[src/rtl/mhd_stream_monitor_if.sv]
// rtl/mhd_stream_monitor_if.sv - operand/result handshake and statistics bundle for mhd_stream_monitor
interface mhd_stream_monitor_if #(
  parameter int WIDTH = 32,
  parameter int CNT_W = 16
);
  localparam int HD_W = $clog2(WIDTH + 1);

  logic             in_valid;
  logic             in_ready;
  logic [WIDTH-1:0] a;
  logic [WIDTH-1:0] b;
  logic             out_valid;
  logic             out_ready;
  logic [HD_W-1:0]  hd;
  logic             viol;
  logic             clear;
  logic [CNT_W-1:0] viol_cnt;
  logic [HD_W-1:0]  max_hd;

  modport master (
    output in_valid, a, b, out_ready, clear,
    input  in_ready, out_valid, hd, viol, viol_cnt, max_hd
  );

  modport slave (
    input  in_valid, a, b, out_ready, clear,
    output in_ready, out_valid, hd, viol, viol_cnt, max_hd
  );
endinterface

[src/rtl/mhd_stream_monitor.sv]
// rtl/mhd_stream_monitor.sv - sliced Hamming-distance checker with threshold and optional statistics (MHD_STATS_EN)
module mhd_stream_monitor #(
  parameter int WIDTH = 32,
  parameter int CHUNK = 8,
  parameter int MHD   = 4,
  parameter int CNT_W = 16
) (
  input logic                clk,
  input logic                rst_n,
  mhd_stream_monitor_if.slave mon
);
  localparam int NCH   = (WIDTH + CHUNK - 1) / CHUNK;
  localparam int PAD_W = NCH * CHUNK;
  localparam int HD_W  = $clog2(WIDTH + 1);
  localparam int IDX_W = (NCH > 1) ? $clog2(NCH) : 1;

  typedef enum logic [1:0] {IDLE, ACC, DONE} state_t;

  state_t           state, state_nxt;
  logic [PAD_W-1:0] diff, diff_in;
  logic [IDX_W-1:0] idx;
  logic [HD_W-1:0]  acc, slice_pop;
  logic             accept, done_hs, last_slice;

  // Zero-extend to a whole number of slices so the final partial slice pops only real bits.
  always_comb begin
    diff_in = '0;
    diff_in[WIDTH-1:0] = mon.a ^ mon.b;
  end

  // diff is shifted down each ACC cycle, so the current slice is always the low CHUNK bits.
  always_comb begin
    slice_pop = '0;
    for (int i = 0; i < CHUNK; i++) begin
      slice_pop = slice_pop + HD_W'(diff[i]);
    end
  end

  assign last_slice = (idx == IDX_W'(NCH - 1));
  assign accept     = (state == IDLE) && mon.in_valid;
  assign done_hs    = (state == DONE) && mon.out_ready;

  always_ff @(posedge clk) begin
    if (!rst_n) begin
      state <= IDLE;
    end else begin
      state <= state_nxt;
    end
  end

  always_comb begin
    state_nxt     = state;
    mon.in_ready  = 1'b0;
    mon.out_valid = 1'b0;
    case (state)
      IDLE: begin
        mon.in_ready = 1'b1;
        if (mon.in_valid) state_nxt = ACC;
      end
      ACC: begin
        if (last_slice) state_nxt = DONE;
      end
      DONE: begin
        mon.out_valid = 1'b1;
        if (mon.out_ready) state_nxt = IDLE;
      end
      default: state_nxt = IDLE;
    endcase
  end

  always_ff @(posedge clk) begin
    if (!rst_n) begin
      diff <= '0;
      idx  <= '0;
      acc  <= '0;
    end else if (accept) begin
      diff <= diff_in;
      idx  <= '0;
      acc  <= '0;
    end else if (state == ACC) begin
      diff <= diff >> CHUNK;
      idx  <= idx + 1'b1;
      acc  <= acc + slice_pop;
    end
  end

  assign mon.hd   = acc;
  assign mon.viol = (acc > HD_W'(MHD));

`ifdef MHD_STATS_EN
  logic [CNT_W-1:0] cnt_q;
  logic [HD_W-1:0]  max_q;

  // clear wins over a same-cycle handshake: that result is delivered but not counted.
  always_ff @(posedge clk) begin
    if (!rst_n || mon.clear) begin
      cnt_q <= '0;
      max_q <= '0;
    end else if (done_hs) begin
      if (mon.viol && (cnt_q != {CNT_W{1'b1}})) cnt_q <= cnt_q + 1'b1;
      if (acc > max_q) max_q <= acc;
    end
  end

  assign mon.viol_cnt = cnt_q;
  assign mon.max_hd   = max_q;
`else
  logic unused_stats;
  assign unused_stats = mon.clear ^ done_hs;
  assign mon.viol_cnt = '0;
  assign mon.max_hd   = '0;
`endif
endmodule

[src/flat_wrapper.sv]
// flat-port wrapper written by rule: the top's interface ports become plain ports
module mhd_stream_monitor_flat 
#(
  parameter int WIDTH = 32,
  parameter int CHUNK = 8,
  parameter int MHD   = 4,
  parameter int CNT_W = 16
)
  (clk, rst_n, mon_in_valid, mon_a, mon_b, mon_out_ready, mon_clear, mon_in_ready, mon_out_valid, mon_hd, mon_viol, mon_viol_cnt, mon_max_hd);
  mhd_stream_monitor_if #(.WIDTH(WIDTH), .CNT_W(CNT_W)) mon_i ();
  input logic clk;
  input logic rst_n;
  input wire logic [$bits(mon_i.in_valid)-1:0] mon_in_valid;
  input wire logic [$bits(mon_i.a)-1:0] mon_a;
  input wire logic [$bits(mon_i.b)-1:0] mon_b;
  input wire logic [$bits(mon_i.out_ready)-1:0] mon_out_ready;
  input wire logic [$bits(mon_i.clear)-1:0] mon_clear;
  output wire logic [$bits(mon_i.in_ready)-1:0] mon_in_ready;
  output wire logic [$bits(mon_i.out_valid)-1:0] mon_out_valid;
  output wire logic [$bits(mon_i.hd)-1:0] mon_hd;
  output wire logic [$bits(mon_i.viol)-1:0] mon_viol;
  output wire logic [$bits(mon_i.viol_cnt)-1:0] mon_viol_cnt;
  output wire logic [$bits(mon_i.max_hd)-1:0] mon_max_hd;
  assign mon_i.in_valid = mon_in_valid;
  assign mon_i.a = mon_a;
  assign mon_i.b = mon_b;
  assign mon_i.out_ready = mon_out_ready;
  assign mon_i.clear = mon_clear;
  assign mon_in_ready = mon_i.in_ready;
  assign mon_out_valid = mon_i.out_valid;
  assign mon_hd = mon_i.hd;
  assign mon_viol = mon_i.viol;
  assign mon_viol_cnt = mon_i.viol_cnt;
  assign mon_max_hd = mon_i.max_hd;
  mhd_stream_monitor #(.WIDTH(WIDTH), .CHUNK(CHUNK), .MHD(MHD), .CNT_W(CNT_W)) u_core (.clk(clk), .rst_n(rst_n), .mon(mon_i));
endmodule
[config.mk]
export PLATFORM = sky130hd
export DESIGN_NAME = mhd_stream_monitor_flat
export DESIGN_NICKNAME = d
export VERILOG_FILES = /design/src/rtl/mhd_stream_monitor_if.sv /design/src/rtl/mhd_stream_monitor.sv /design/src/flat_wrapper.sv
export SDC_FILE = /design/constraint.sdc
export NUM_CORES = 1
export LEC_CHECK = 0
export CAP_MARGIN = 20
export CELL_PAD_IN_SITES_DETAIL_PLACEMENT = 0
export CELL_PAD_IN_SITES_GLOBAL_PLACEMENT = 1
export CORE_ASPECT_RATIO = 2
export CORE_MARGIN = 5
export CORE_UTILIZATION = 47
export CTS_BUF_LIST = sky130_fd_sc_hd__clkbuf_4
export DETAILED_ROUTE_END_ITERATION = 8
export DONT_BUFFER_PORTS = 1
export PLACE_DENSITY = 0.89
export RECOVER_POWER = 100
export SETUP_SLACK_MARGIN = 0.1
export SYNTH_ARGS = -nofsm -noshare
export SYNTH_HDL_FRONTEND = slang
export SYNTH_SLANG_ARGS = --single-unit
[constraint.sdc]
create_clock -name clk -period 3.96 [get_ports clk]
set_input_delay 0.792 -clock clk [delete_from_list [all_inputs] [get_ports clk]]
set_output_delay 0.792 -clock clk [all_outputs]
set_load 0.01 [all_outputs]
==> results of run 1 <==
[placed cells by master, fill, tap and decap left out, types with 3 or more instances in the layout]
| cell | n |
|---|---|
| a21oi_1 | 6 |
| a22oi_1 | 33 |
| and2_0 | 24 |
| clkbuf_4 | 5 |
| conb_1 | 22 |
| dfxtp_1 | 42 |
| fa_1 | 4 |
| ha_1 | 13 |
| inv_1 | 16 |
| nand2_1 | 32 |
| nand2b_1 | 3 |
| nand3_1 | 4 |
| nor2_1 | 5 |
| nor2b_1 | 14 |
| o21ai_0 | 26 |
| xor2_1 | 33 |
[sequential cells by signal, indices dropped and copies added (netlist names)]
| signal | cells |
|---|---|
| u_core.state | 2 |
| u_core.mon.hd | 6 |
| u_core.diff | 32 |
| u_core.idx | 2 |
[path summary, 6_finish.rpt]
path | cells after the start | to | from
max | 13 | u_core.mon.hd[4]$_SDFFE_PP0P_ | u_core.diff[0]$_SDFFE_PN0P_
min | 2 | u_core.idx[1]$_SDFFE_PP0P_ | u_core.idx[1]$_SDFFE_PP0P_
max reg2reg | 13 | u_core.mon.hd[4]$_SDFFE_PP0P_ | u_core.diff[0]$_SDFFE_PN0P_
min reg2reg | 2 | u_core.idx[1]$_SDFFE_PP0P_ | u_core.idx[1]$_SDFFE_PP0P_
[metal layers]
metal / part of all wire, % / vias to the layer above
met5: 0 / -
met2: 54 / 70
met4: 1.7 / 0
met3: 7.3 / 7
met1: 37 / 911
li1: - / 964
[stage by stage]
stage / total power [mW] / setup slack (ns) / std cells / hold slack [ns]
floorplan: 0.639 / 0.732 / 329 / 0.439
global placement: 0.648 / 0.631 / 351 / 0.446
detailed placement: 0.656 / 0.526 / 351 / 0.459
CTS: 0.930 / 0.492 / 359 / 0.477
global route: 0.979 / 0.358 / 360 / 0.506
finish: 0.917 / 0.533 / 360 / 0.474
[worst max-delay path: cells and delay by family, from the launching register on]
kind,cells,cell delay (ns)
buffers and inverters,3,0.15
AND/OR/NAND/NOR,3,0.63
flip-flops,1,0.34
adder cells (fa/ha/maj),6,2.06
AO/OA/AOI/OAI,1,0.18
[synthesized netlist by cell type, types with 6 or more instances]
library cell / number
clkbuf_1: 8
nor2b_1: 14
a22oi_1: 33
dfxtp_1: 42
a21oi_1: 6
ha_1: 13
nand2_1: 32
o21ai_0: 26
buf_2: 8
buf_4: 22
xor2_1: 33
and2_1: 24
inv_1: 16
[cells by family after synthesis]
| kind of cell | Yosys count | share of synthesized area [%] |
|---|---|---|
| xor+xnor | 34 | 11.4 |
| buf+inv | 55 | 11.5 |
| simple gates | 86 | 17.4 |
| flops | 42 | 32.2 |
| compound gates | 72 | 17.6 |
| other cells | 1 | 0.144 |
| mux | 1 | 0.384 |
| fa+ha+maj | 17 | 9.30 |
[power groups by stage]
| stage | Sequential [mW] | Combinational (mW) | Clock, mW |
|---|---|---|---|
| 6_report | 0.470 | 0.173 | 0.274 |
| 5_1_grt | 0.475 | 0.201 | 0.304 |
| 4_1_cts | 0.475 | 0.172 | 0.283 |
| 3_5_place_dp | 0.485 | 0.171 | 0 |
| 3_3_place_gp | 0.483 | 0.165 | 0 |
| 2_1_floorplan | 0.473 | 0.166 | 0 |
[area by class of cell]
type | instances | area [um^2] | share of cell area [%]
Clock buffer | 5 | 37.5 | 1.44
Clock inverter | 3 | 40.0 | 1.53
Inverter | 16 | 60.1 | 2.30
Multi-Input combinational cell | 232 | 1540 | 58.9
Sequential cell | 42 | 841 | 32.2
Tap cell | 60 | 75.1 | 2.87
Timing Repair Buffer | 2 | 22.5 | 0.861
==> flow_results.org, run 1 <==
** STA
- Final worst clock skew :: 0.0118 ns
- Worst-case headroom to the max-slew limit :: -17.7%
- Final worst-path cycle share :: 86.5%
- Setup TNS :: 0 ns
- Setup violations remaining at the end of the flow were counted as 0.
- Achievable frequency :: 0.292 GHz
- The routed design could run at a clock period as short as 3.43 ns.
- At the pin with the least slew margin, the transition time is 1.76 ns.
- Setup repair after global routing left no endpoint under its margin.
- The final count of hold timing violations was 0.
- The number of slew-limit violations in the final report was 26.

** Global route
- Met1 usage :: 15.7%
- Via count of the first global-routing pass :: 1853
- For this run, global-route usage on met3 was measured as 3.32%.
- First-pass GRT wire length :: 8420 um
- met2 is the most crowded layer.
- Across every metal layer, demand over resource in global routing totals 14.4%.
- Maximum number of pins on one net before global-route repair :: 37
- Initial antenna violation count :: 0
- For this run the aggregate overflow at the end of global routing stands at 0.
- Global routing used 26.5% of the available met2 tracks.

** Run status
- The final reports fail on capacitance limit, slew limit.
- The flow ran to the end, but the final reports show violations.

** Cells and area
- Post-layout net count :: 385
- Compared with the post-synthesis result, the final layout area differs by 0.192%.
- Of the cells placed in the final design, the portion with a size suffix greater than 1 is 3.67%.
- Number of diodes added for antenna fixing :: 0
- After routing the design area is 2620 um^2.
- The filler cells instantiated in the layout total 559.
- At the end of the flow the core is filled with cells to 48.2%.

** Yosys
- After technology mapping, the gate count stands at 308.
- Number of synthesized flops with an enable pin :: 0
- Synthesis inferred 42 register bits.
- By area the synthesized netlist is led by dfxtp_1 (32%), xor2_1 (11%), a22oi_1 (9.5%), buf_4 (6.3%), ha_1 (6.2%).
- After synthesis, the netlist uses 33 different library cells.
- Yosys warnings :: 0
- Synth area leader :: dfxtp_1
- Share of synthesized area occupied by flip-flops and latches :: 32.2%
- Async S/R FF share, synth :: 0%
- Main flop type after synthesis :: dfxtp_1
- Combined area of all synthesized cells :: 2610 um^2
- Synthesized area divided by synthesized cell count :: 8.47 um^2
- Area share of the leading cell type in the synthesized netlist :: 32.2%

** Power
- LEAKAGE :: 1.10 nW
- The clock network burns 29.9% of the power.
- Power density of the placed cells :: 351 nW/um^2
- Int Pwr :: 656 uW
- Reg power frac :: 51.3%
- Combinational share of power :: 18.9%
- VDD sags by at most 0.295 mV.
- Switching power as a share of total power :: 28.4%
- For this design the total switching power over the nets is 261 uW.

** Worst setup path
- The critical path is of the register to register type.
- STA classifies the critical path endpoint as a register.
- For the worst setup path, the data required time is 4.26 ns.
- The slowest stage of the critical path is the fa_1 cell.
- Reg2reg setup slack :: 0.53 ns
- The largest single stage delay on the critical path is 0.49 ns.
- Data arrival time at the worst-slack endpoint :: 3.72 ns
- Maximum fanout along the worst path :: 2
- Critical path, cell by cell :: ha_1 -> inv_1 -> fa_1 -> fa_1 -> fa_1 -> inv_1 -> ha_1 -> inv_1 -> fa_1 -> nor2b_1 -> o21a_1 -> or4_1 -> nand3_1
- Crit-path most repeated cell :: fa_1
- The worst setup path is launched from a register.

** Clocking
- The H-tree was split into 2 levels.
- In this run, CTS created clock tree buffers numbering 5.
- Count of hold-fix buffers inserted at cts :: 0
- In this run, post-CTS repair resized a total of 0 instances.
- Clock latency on the worst-skew pair :: 0.35 ns
- CTS root buf :: clkbuf_4
- Clock transition time at the flip-flop clock pins of the worst setup and hold paths :: 0.12 ns
- Post-CTS setup-driven buffer insertion count :: 0
- Deepest clock path buffer count :: 2
- TritonCTS built the clock tree.
- CTS saw 42 sinks.

** Floorplan
- Measured along the y axis, the die boundary spans 115 um.
- Overall die area :: 7230 um^2
- Starting density of the core :: 48.2%
- Die outline width :: 62.7 um
- After floorplanning, the core was divided into 38 placement rows.
- The core region is 5420 um^2.
- For this design the top-level I/O count stands at 100.

** Detailed routing
- The routed design has 5270 um of wire.
- Using the TritonRoute via totals, the vias-per-cell ratio works out to 5.42.
- In this run, the number of DRC markers left after iteration 0 of detailed routing was 55.
- Detailed-route via count :: 1952
- The first TritonRoute pass finished after 5 iterations.
- For this run, design rule violations remaining after detail routing come to 0.
- In the final routed layout, each cell accounts on average for 14.6 um.
- Once detail routing completed, the nets flagged for antenna violations numbered 0.

** Min path
- Hold Crit Class :: register to register

** Placement
- At the end of routability-driven placement, the weighted congestion stood at 0.811.
- In this run the tool buffered the top-level ports with 0 buffer cells.
- Summed over all nets, the half-perimeter wirelength after detailed placement is 3850 um.
- Placed Instance Area :: 2540 um^2

** Run
- Max Cap Viol :: 1
(Power assumes the default switching activity.)
==> run 2, diff against run 1 <==
--- a/config.mk
+++ b/config.mk
@@ -14,6 +14,7 @@
 export CTS_BUF_LIST = sky130_fd_sc_hd__clkbuf_4
 export DETAILED_ROUTE_END_ITERATION = 8
 export DONT_BUFFER_PORTS = 1
+export HOLD_SLACK_MARGIN = 0.05
 export PLACE_DENSITY = 0.89
 export RECOVER_POWER = 100
 export SETUP_SLACK_MARGIN = 0.1
==> results of run 2 <==
Same layout as run 1: the final DEF is identical, and so are final timing and power.
